==> src/rtl/frame_transmitter.sv <==
// Transmit-side framer and NRZ serializer: preamble, sync word, length, payload,
// CRC-8 and an idle gap, one bit every CLKS_PER_BIT clocks, MSB first.
//
// state    | meaning
// ---------+-----------------------------------------------
// IDLE     | line low, waiting for a start with len 1..MAX_LEN
// PREAMBLE | alternating 1,0,... bits
// SYNC     | SYNC_WORD, MSB first
// LEN      | length byte; first payload byte may be fetched
// PAYLOAD  | 8*len payload bits, 8'h00 substituted on underrun
// CRC      | CRC-8 of LEN and payload bytes
// GAP      | GAP_BITS idle bit periods, line low
module frame_transmitter #(
  parameter int unsigned CLKS_PER_BIT  = 4,
  parameter int unsigned PREAMBLE_BITS = 16,
  parameter logic [15:0] SYNC_WORD     = 16'hD391,
  parameter int unsigned GAP_BITS      = 8,
  parameter int unsigned MAX_LEN       = 255
) (
  input  logic       clk,
  input  logic       rst,
  input  logic       start_i,
  input  logic [7:0] len_i,
  output logic       start_ready_o,
  input  logic [7:0] byte_i,
  input  logic       byte_valid_i,
  output logic       byte_ready_o,
  output logic       data_o,
  output logic       bit_strobe_o,
  output logic       tx_active_o,
  output logic       frame_done_o,
  output logic       underrun_o
);

  typedef enum logic [2:0] {
    S_IDLE,
    S_PREAMBLE,
    S_SYNC,
    S_LEN,
    S_PAYLOAD,
    S_CRC,
    S_GAP
  } state_t;

  localparam int unsigned    BAUD_W    = (CLKS_PER_BIT > 2) ? $clog2(CLKS_PER_BIT) : 1;
  localparam logic [BAUD_W-1:0] BAUD_LAST = BAUD_W'(CLKS_PER_BIT - 1);
  localparam logic [15:0]    PRE_LAST  = 16'(PREAMBLE_BITS - 1);
  localparam logic [15:0]    GAP_LAST  = 16'(GAP_BITS - 1);
  localparam logic [8:0]     MAX_LEN9  = 9'(MAX_LEN);

  state_t            state_q, state_nxt;
  logic [BAUD_W-1:0] baud_q;
  logic [15:0]       bits_left_q, bits_nxt;
  logic [7:0]        len_q;
  logic [7:0]        fetch_q;
  logic [7:0]        hold_q;
  logic              hold_full_q;
  logic [7:0]        cur_byte_q, cur_byte_nxt;
  logic [7:0]        crc_q;
  logic              data_q, strobe_q, done_q, underrun_q;

  logic              busy, start_ok, baud_wrap, byte_ready, take;
  logic              load, boundary, bit_nxt;
  logic [7:0]        byte_sel;
  logic [15:0]       pay_last;

  function automatic logic [7:0] crc8_step(input logic [7:0] c, input logic b);
    logic fb;
    fb = c[7] ^ b;
    return {c[6:0], 1'b0} ^ (fb ? 8'h07 : 8'h00);
  endfunction

  assign busy       = (state_q != S_IDLE);
  assign start_ok   = start_i && !busy && (len_i != 8'd0) && ({1'b0, len_i} <= MAX_LEN9);
  assign baud_wrap  = busy && (baud_q == BAUD_LAST);
  assign byte_ready = ((state_q == S_LEN) || (state_q == S_PAYLOAD)) &&
                      !hold_full_q && (fetch_q < len_q);
  assign take       = byte_valid_i && byte_ready;
  assign pay_last   = {5'd0, len_q, 3'd0} - 16'd1;

  // Bit counter runs down to zero within each state; zero marks the last bit.
  always_comb begin
    state_nxt = state_q;
    bits_nxt  = bits_left_q;
    if (state_q == S_IDLE) begin
      if (start_ok) begin
        state_nxt = S_PREAMBLE;
        bits_nxt  = PRE_LAST;
      end
    end else if (baud_wrap) begin
      if (bits_left_q != 16'd0) begin
        bits_nxt = bits_left_q - 16'd1;
      end else begin
        case (state_q)
          S_PREAMBLE: begin state_nxt = S_SYNC;    bits_nxt = 16'd15;   end
          S_SYNC:     begin state_nxt = S_LEN;     bits_nxt = 16'd7;    end
          S_LEN:      begin state_nxt = S_PAYLOAD; bits_nxt = pay_last; end
          S_PAYLOAD:  begin state_nxt = S_CRC;     bits_nxt = 16'd7;    end
          S_CRC:      begin state_nxt = S_GAP;     bits_nxt = GAP_LAST; end
          default:    begin state_nxt = S_IDLE;    bits_nxt = 16'd0;    end
        endcase
      end
    end
  end

  // A bit position is loaded on every accepted start and on every baud wrap that
  // stays inside the frame. A payload byte boundary is a load of bit 7 of a byte.
  always_comb begin
    load         = start_ok || (baud_wrap && (state_nxt != S_IDLE));
    boundary     = load && (state_nxt == S_PAYLOAD) && (bits_nxt[2:0] == 3'b111);
    byte_sel     = 8'h00;
    if (hold_full_q)
      byte_sel = hold_q;
    else if (take)
      byte_sel = byte_i;
    cur_byte_nxt = boundary ? byte_sel : cur_byte_q;
    bit_nxt      = 1'b0;
    case (state_nxt)
      S_PREAMBLE: bit_nxt = (state_q == S_IDLE) ? 1'b1 : ~data_q;
      S_SYNC:     bit_nxt = SYNC_WORD[bits_nxt[3:0]];
      S_LEN:      bit_nxt = len_q[bits_nxt[2:0]];
      S_PAYLOAD:  bit_nxt = cur_byte_nxt[bits_nxt[2:0]];
      S_CRC:      bit_nxt = crc_q[bits_nxt[2:0]];
      default:    bit_nxt = 1'b0;
    endcase
  end

  always_ff @(posedge clk) begin
    if (rst)
      state_q <= S_IDLE;
    else
      state_q <= state_nxt;
  end

  always_ff @(posedge clk) begin
    if (rst) begin
      baud_q      <= '0;
      bits_left_q <= 16'd0;
      len_q       <= 8'd0;
      fetch_q     <= 8'd0;
      hold_q      <= 8'd0;
      hold_full_q <= 1'b0;
      cur_byte_q  <= 8'd0;
      crc_q       <= 8'd0;
      data_q      <= 1'b0;
      strobe_q    <= 1'b0;
      done_q      <= 1'b0;
      underrun_q  <= 1'b0;
    end else begin
      baud_q      <= (start_ok || baud_wrap || !busy) ? '0 : baud_q + BAUD_W'(1);
      bits_left_q <= bits_nxt;
      cur_byte_q  <= cur_byte_nxt;
      strobe_q    <= load;
      done_q      <= baud_wrap && (state_nxt == S_IDLE);
      if (load)
        data_q <= bit_nxt;
      else if (state_nxt == S_IDLE)
        data_q <= 1'b0;

      if (start_ok) begin
        len_q       <= len_i;
        crc_q       <= 8'h00;
        underrun_q  <= 1'b0;
        fetch_q     <= 8'd0;
        hold_full_q <= 1'b0;
      end else begin
        if (load && ((state_nxt == S_LEN) || (state_nxt == S_PAYLOAD)))
          crc_q <= crc8_step(crc_q, bit_nxt);
        if (boundary && !hold_full_q && !take)
          underrun_q <= 1'b1;
        // A byte arriving exactly on its boundary bypasses the holding register.
        if (boundary) begin
          hold_full_q <= 1'b0;
          if (!hold_full_q)
            fetch_q <= fetch_q + 8'd1;
        end else if (take) begin
          hold_q      <= byte_i;
          hold_full_q <= 1'b1;
          fetch_q     <= fetch_q + 8'd1;
        end
      end
    end
  end

  assign start_ready_o = !busy;
  assign tx_active_o   = busy;
  assign byte_ready_o  = byte_ready;
  assign data_o        = data_q;
  assign bit_strobe_o  = strobe_q;
  assign frame_done_o  = done_q;
  assign underrun_o    = underrun_q;

endmodule

==> config.mk <==
export PLATFORM = sky130hd
export DESIGN_NAME = frame_transmitter
export DESIGN_NICKNAME = d
export VERILOG_FILES = /design/src/rtl/frame_transmitter.sv
export SDC_FILE = /design/constraint.sdc
export NUM_CORES = 1
export LEC_CHECK = 0
export CORE_UTILIZATION = 40
export DETAILED_ROUTE_END_ITERATION = 10
export DONT_BUFFER_PORTS = 1
export SETUP_SLACK_MARGIN = 0.5
export SYNTH_ARGS = -nofsm -noshare
export SYNTH_HDL_FRONTEND = slang
export SYNTH_SLANG_ARGS = --single-unit
export TNS_END_PERCENT = 20
==> constraint.sdc <==
create_clock -name clk -period 9.7 [get_ports clk]
set_clock_uncertainty 0.2 [all_clocks]
set_input_delay 0.97 -clock clk [delete_from_list [all_inputs] [get_ports clk]]
set_output_delay 0.97 -clock clk [all_outputs]
set_load 0.05 [all_outputs]
Yosys cells after proc, flatten, opt, wreduce, memory -nomap -nowiden

Memory sizes are Yosys's and may differ from the RTL's.
Cells that the tools add are included.

Bits in registers: 66
Bits in read-only memories: 16
Input bits: 20
Output and inout bits: 7
Word-level logic and storage cells: 106
Memories: 1

Add/sub/neg operators: 4
Magnitude comparators: 3
Equal/unequal tests: 14
Muxes and demuxes: 28
Bitwise logic cells: 5
Reduce and logical (&&, ||, !) cells: 37

Memory list:

| memory          | depth | width | read ports | clocked after Yosys merged registers in | wr ports | line | source |
|---|---|---|---|---|---|---|---|
| (no name shown) | 16    | 1     | 1          | 0                                       | 0        | 120  | `S_SYNC: bit_nxt = SYNC_WORD[bits_nxt[3:0]];` |

Operators by type and width:

| kind                    | number |
|---|---|
| $mux W16                | 4 |
| $mux W8                 | 6 |
| $pmux W16 S3            | 1 |
| $reduce_bool A16 Y1     | 1 |
| $sub A16 B1 Y16 const B | 1 |
| $eq A3 B3 Y1 const B    | 5 |
| $mux W3                 | 5 |
| $pmux W3 S5             | 1 |
| $logic_and A1 B1 Y1     | 13 |
| $eq A3 B2 Y1 const B    | 4 |
| $sub A11 B1 Y12 const B | 1 |
| $bmux W1 S3             | 3 |
| $add A8 B1 Y8 const B   | 1 |
| $lt A8 B8 Y1            | 1 |
| $reduce_bool A8 Y1      | 1 |
| $xor A8 B3 Y8           | 1 |
| $mux W1                 | 7 |
| $eq A3 B1 Y1 const B    | 2 |
| $logic_not A3 Y1        | 2 |
| $reduce_bool A2 Y1      | 3 |
| $reduce_bool A3 Y1      | 2 |
| $reduce_or A3 Y1        | 2 |
| $logic_or A1 B1 Y1      | 5 |
| $lt A4 B5 Y1 const B    | 1 |
| 11 further kinds        | 18 |

Logic depth before layout (Yosys ltp)

Depth in word-level cells: 18
Depth in mapped cells: 19
Gate-level depth less buffers: 16

Worst setup path after synthesis

OpenSTA, ideal clock, no wires.

Kind: input -> register
From: in len_i[4]
To: reg crc_q[1]
Library setup time: 115 ps
Data arrival time: 4014 ps
Required time: 9385 ps
Slack: 5371 ps
Stages on the path: 16
Buffers on the path: 2
Cells stage by stage: or4_1 -> o211ai_2 -> nand2_1 -> o211ai_2 -> inv_2 -> ha_1 -> o221a_1 -> buf_6 -> buf_6 -> nand2_1 -> o21ai_1 -> mux2i_1 -> nor3_1 -> o41a_2 -> xnor3_1 -> o21a_1

Elaborated cells between the ends (all ways): 33
Those cells by class: eq/ne (6); mux (14); bitwise (2); reduce/logical (10); memory (1)

RTL lines:

| element                       | line | source |
|---|---|---|
| start: declaration            | 23   | `input logic [7:0] len_i,` |
| $reduce_bool A8 Y1 *          | 74   | `assign start_ok = start_i && !busy && (len_i != 8'd0) && ({1'b0, len_i} <= MAX_LEN9);` |
| $logic_and A1 B1 Y1 *         | 74   |  |
| $mux W16 *                    | 86   | `if (start_ok) begin` |
| $mux W16 *                    | 85   | `if (state_q == S_IDLE) begin` |
| net bits_nxt[0]               | 53   | `logic [15:0] bits_left_q, bits_nxt;` |
| $eq A3 B3 Y1                  | 110  | `boundary = load && (state_nxt == S_PAYLOAD) && (bits_nxt[2:0] == 3'b111);` |
| $logic_and A1 B1 Y1           | 110  |  |
| $mux W8                       | 116  | `cur_byte_nxt = boundary ? byte_sel : cur_byte_q;` |
| $bmux W1 S3                   | 122  | `S_PAYLOAD: bit_nxt = cur_byte_nxt[bits_nxt[2:0]];` |
| $mux W1 (implied by the code) | 122  |  |
| $pmux W1 S5 *                 | 118  | `case (state_nxt)` |
| $xor A1 B1 Y1 *               | 69   | `fb = c[7] ^ b;` |
| $mux W3 *                     | 70   | `return {c[6:0], 1'b0} ^ (fb ? 8'h07 : 8'h00);` |
| $xor A8 B3 Y8 *               | 70   |  |
| end signal: assignment        | 168  | `crc_q <= crc8_step(crc_q, bit_nxt);` |
| end: declaration              | 59   | `logic [7:0] crc_q;` |

The timed path passes the listed nets; every way through them passes the cells marked *. The select of a mux whose other input is x is not followed.
A chain may end at the register's enable or synchronous reset.

Worst setup path in the final report

From: reg state_q[1]
To: reg crc_q[1]

Elaborated cells between the ends (all ways): 56
Those cells by class: eq/ne (11); mux (23); bitwise (2); reduce/logical (19); memory (1)

RTL lines:

| element                            | line | source |
|---|---|---|
| start: declaration                 | 51   | `state_t state_q, state_nxt;` |
| start signal: assignment           | 132  | `state_q <= state_nxt;` |
| $reduce_bool A3 Y1 *               | 73   | `assign busy = (state_q != S_IDLE);` |
| net tx_active_o                    | 30   | `output logic tx_active_o,` |
| $logic_not A1 Y1 *                 | -    |  |
| net start_ready_o                  | 24   | `output logic start_ready_o,` |
| $logic_and A1 B1 Y1 * (2 in a row) | 74   |  |
| $mux W16 *                         | 86   |  |
| $mux W16 *                         | 85   |  |
| net bits_nxt[0]                    | 53   |  |
| $eq A3 B3 Y1                       | 110  |  |
| $logic_and A1 B1 Y1                | 110  |  |
| $mux W8                            | 116  |  |
| $bmux W1 S3                        | 122  |  |
| $mux W1 (implied by the code)      | 122  |  |
| $pmux W1 S5 *                      | 118  |  |
| $xor A1 B1 Y1 *                    | 69   |  |
| $mux W3 *                          | 70   |  |
| $xor A8 B3 Y8 *                    | 70   |  |

Marks and branches as above.

==> summary.md <==
The buffer cell driving the clock tree root was sky130_fd_sc_hd__clkbuf_8. The Yosys step of the flow raised 0 warnings. The tools report the share of the yosys chip area belonging to registers as 0.3427. The reg-to-reg endpoint is crc_q[1]. The fraction of layout instances using a drive strength above 1 was 0.08155; the final core utilization was 0.4454.

Across the run, the number of max-cap violations was 0. The count of cells in the finished layout, fillers not included, comes to 595. The analysis attributes to cell leakage a power of 1.577 nW. After layout, the design draws a total of 661.9 µW. For this design, the slowest cell found on the critical path is sky130_fd_sc_hd__or3_1.

Number of synthesized flops with an enable pin: 0. The area share of fa/ha/maj cells after synthesis is 0.04544, and the relative max-transition margin is 0.2143. In the final routed layout, each cell accounts on average for 15.16 µm.

In this run the worst setup path terminates at crc_q[1]. TritonCTS built the clock tree. The logs give 495 for the number of nets in the final layout and 190 for the number of DRC markers in iteration 0. The core region is 9284 µm². The number of clock buffers added by TritonCTS is 9. The signal on the critical path passes through or3_1, inv_2, o211ai_2, nand2_1, o211ai_2, inv_2, ha_1, o221a_1, nand2_1, o21ai_1, nor2_1, o41ai_1, o41a_2, xnor3_1, o21a_1. The maximum clock frequency was 189.3 MHz; the count of buffers added by post-CTS timing repair for setup was 0. The delay contributed by the slowest stage of the critical path is 0.71 ns, and the starting density of the core is 0.4152.

The total number of vias is 3258. The most critical setup path has its startpoint at state_q[1]. The count of hold buffers inserted by post-cts repair was 0.

The parity-gate share of the synthesized area counting xor and xnor cells came out at 0.04349. The clock net in this run drives a total of 66 sinks. STA classifies the critical path endpoint as a flop.

Averaged over all synthesized cells, the footprint is 8.065 µm². The number of max-slew violations in the final report was 0. The worst setup slack for register-to-register paths is 4.42 ns, and the share of the synthesized area in compound gates (AO/OA/AOI/OAI) is 0.1918. The number of antenna violations at the first check in global routing was 0; the final RePlAce weighted congestion was 0.8052. In the routed layout, each cell is associated on average with a via count of 5.476. The path category of the worst min-delay check was flop to flop.

Simple-gate share of the synthesized area: 0.2415. In this run the cell area of the synthesized design comes to 3855 µm². The global-route usage over all layers is 0.1931, and the aggregate global routing overflow is 0.

Leaving out fill and tap cells, the most frequent cells in the layout are sky130_fd_sc_hd__nor2_1 (70), sky130_fd_sc_hd__dfxtp_1 (66), sky130_fd_sc_hd__nand2_1 (54), sky130_fd_sc_hd__a21oi_1 (31), sky130_fd_sc_hd__mux2i_1 (28). The mux contribution to synthesized area is 0.07855, and the total wire length after detailed routing is 9020 µm. Once detail routing completed, the nets flagged for antenna violations numbered 0. Setup repair after global routing left no endpoint under its margin. Entering global routing, the biggest net connects 51 pins.

The run gives 2 as the maximum clock path buffer count. The final cycle utilization of the critical path came out at 0.5445. The run finished with clean final reports. For the final setup violation count, the log shows 0. The H-tree was split into 3 levels.

VDD sags by at most 0.07410 mV. Counting cells, the worst reg-to-reg path comes to 15. In this run the core area contains 35 standard-cell rows.

The shortest period the worst path allows was 5.282 ns; the count of input and output buffers was 0. STA classifies the critical path startpoint as a flop. The logs give 512 for the net count after synthesis and 0 ns for the total negative slack. Largest family of logic cells by synthesized area: simple AND/OR/NAND/NOR gates. The library cell used most frequently in the layout, excluding fill and tap cells, is sky130_fd_sc_hd__nor2_1. Counting flops and latches in the post-synthesis netlist gives 66.

The top-level port count is 27, and the cell count after synthesis is 478. For the data required time of the worst path, the log shows 9.75 ns. After clock tree synthesis, the clock-pin slew on the worst setup and hold paths is 0.08 ns. The die span in y works out to 100.2 µm. The type of the worst setup path is flop to flop. Global-route wire length before repair: 15350 µm. The HPWL after detailed placement is 6603 µm.

For the detailed-router iteration count before antenna repair, the log shows 4. Predominant post-synthesis flop cell: sky130_fd_sc_hd__dfxtp_1. Data on the critical path arrives at its endpoint at 5.33 ns. 0 antenna diodes ended up in the layout.

Async set or reset register ratio after synthesis: 0. For the via count of the first global-routing pass, the log shows 3081. Yosys mapped the design onto 65 distinct sky130hd cell types.

For the pin with the worst max-slew slack, the measured transition is 1.173 ns. The tools report the post-cts repair resize count as 0. The residual DRC count is 0, and the clock latency of the later-clocked register in the worst-skew pair is 0.36 ns.

The area growth from synthesis to layout is 7.270%. The die span in x is 100.2 µm, and the biggest fanout along the worst timing path is 19. In this run the power density over the cells is 160.1 nW/µm².

The count of final hold-check violations came out at 0. The count of fill cells added during filler insertion came out at 963. In this run the critical register-to-register path is launched from state_q[1]. Counting tap cells, the placed design contains a total of 579 instances.

The die covers 10030 µm².
==> per-stage QoR <==
stage | cell area [µm²] | hold slack (ns) | setup slack, ns
floorplan | 3855 | 0.2072 | 5.371
global placement | 3887 | 0.2122 | 4.404
detailed placement | 3887 | 0.2229 | 4.187
CTS | 4135 | 0.2326 | 4.382
global route | 4135 | 0.2635 | 4.084
finish | 4135 | 0.2334 | 4.418
==> sequential cells by signal, indices dropped and copies added, names as in the netlist <==
signal and cells:
data_o 1, state_q 3, fetch_q 8, baud_q 2, frame_done_o 1, len_q 8
bit_strobe_o 1, cur_byte_q 8, hold_full_q 1, hold_q 8, crc_q 8, bits_left_q 16
underrun_o 1
==> synthesized netlist by cell type (5+ instances only) <==
cell type | instances | share of area
sky130_fd_sc_hd__a21oi_1 | 31 | 0.040
sky130_fd_sc_hd__a22oi_1 | 9 | 0.018
sky130_fd_sc_hd__buf_2 | 6 | 0.0078
sky130_fd_sc_hd__clkbuf_1 | 17 | 0.017
sky130_fd_sc_hd__dfxtp_1 | 66 | 0.34
sky130_fd_sc_hd__ha_1 | 14 | 0.045
sky130_fd_sc_hd__inv_1 | 17 | 0.017
sky130_fd_sc_hd__mux2i_1 | 28 | 0.073
sky130_fd_sc_hd__nand2_1 | 54 | 0.053
sky130_fd_sc_hd__nand3_1 | 10 | 0.013
sky130_fd_sc_hd__nand4_1 | 5 | 0.0081
sky130_fd_sc_hd__nor2_1 | 70 | 0.068
sky130_fd_sc_hd__nor3_1 | 10 | 0.013
sky130_fd_sc_hd__nor4_1 | 8 | 0.013
sky130_fd_sc_hd__o21a_1 | 5 | 0.0097
sky130_fd_sc_hd__o21ai_0 | 20 | 0.026
sky130_fd_sc_hd__o21ai_1 | 9 | 0.012
sky130_fd_sc_hd__xnor2_1 | 7 | 0.016
sky130_fd_sc_hd__xor2_1 | 7 | 0.016
==> power breakdown <==
group / switching (mW) / leakage [nW] / internal (mW) / total (mW)
registers: 0.00928 / 0.535 / 0.276 / 0.285
logic: 0.0551 / 0.922 / 0.0302 / 0.0854
clock network: 0.119 / 0.120 / 0.173 / 0.292
==> worst min path at each step <==
stage | startpoint | to | slack, ns | depth (start not counted)
3_5_place_dp | baud_q[0] | baud_q[0] | 0.22 | 1
2_1_floorplan | baud_q[0] | baud_q[0] | 0.21 | 1
6_report | baud_q[0] | baud_q[0] | 0.23 | 1
4_1_cts | baud_q[0] | baud_q[0] | 0.23 | 1
3_3_place_gp | baud_q[0] | baud_q[0] | 0.21 | 1
5_1_grt | baud_q[0] | baud_q[0] | 0.26 | 1
==> critical path: cells and delay by family (launching register included) <==
kind            cells  cell delay [ns]
xor+xnor            1             0.23
compound gates      7             2.17
buf+inv             2             0.65
fa+ha+maj           1             0.17
flops               1             0.42
simple gates        4             1.32
==> area by class of cell <==
class                      count  area [µm²]  area share
multi-input combinational    363        2322      0.5616
inverter                      20       75.07     0.01815
clock buffer                   9       123.9     0.02995
clock inverter                 7       123.9     0.02995
tap                          129       161.4     0.03903
timing repair buffer           1       7.507    0.001815
sequential                    66        1321      0.3195
==> routing by layer <==
| layer | vias up | share of wire | global-route usage |
|---|---|---|---|
| met5 | - | 0 | 0 |
| met1 | 1529 | 0.50 | 0.2691 |
| met3 | 9 | 0.044 | 0.04387 |
| met2 | 58 | 0.44 | 0.2961 |
| li1 | 1662 | - | - |
| met4 | 0 | 0.015 | 0.06020 |
==> logic make-up after synthesis <==
logic type / count (synthesis)
adders and majority gates: 14
DFF: 66
muxes: 30
and+or+nand+nor: 193
buffers and inverters: 49
xor gates and xnor gates: 16
AOI/OAI and AO/OA: 110
Note: power is estimated with default switching activity, not from simulation.
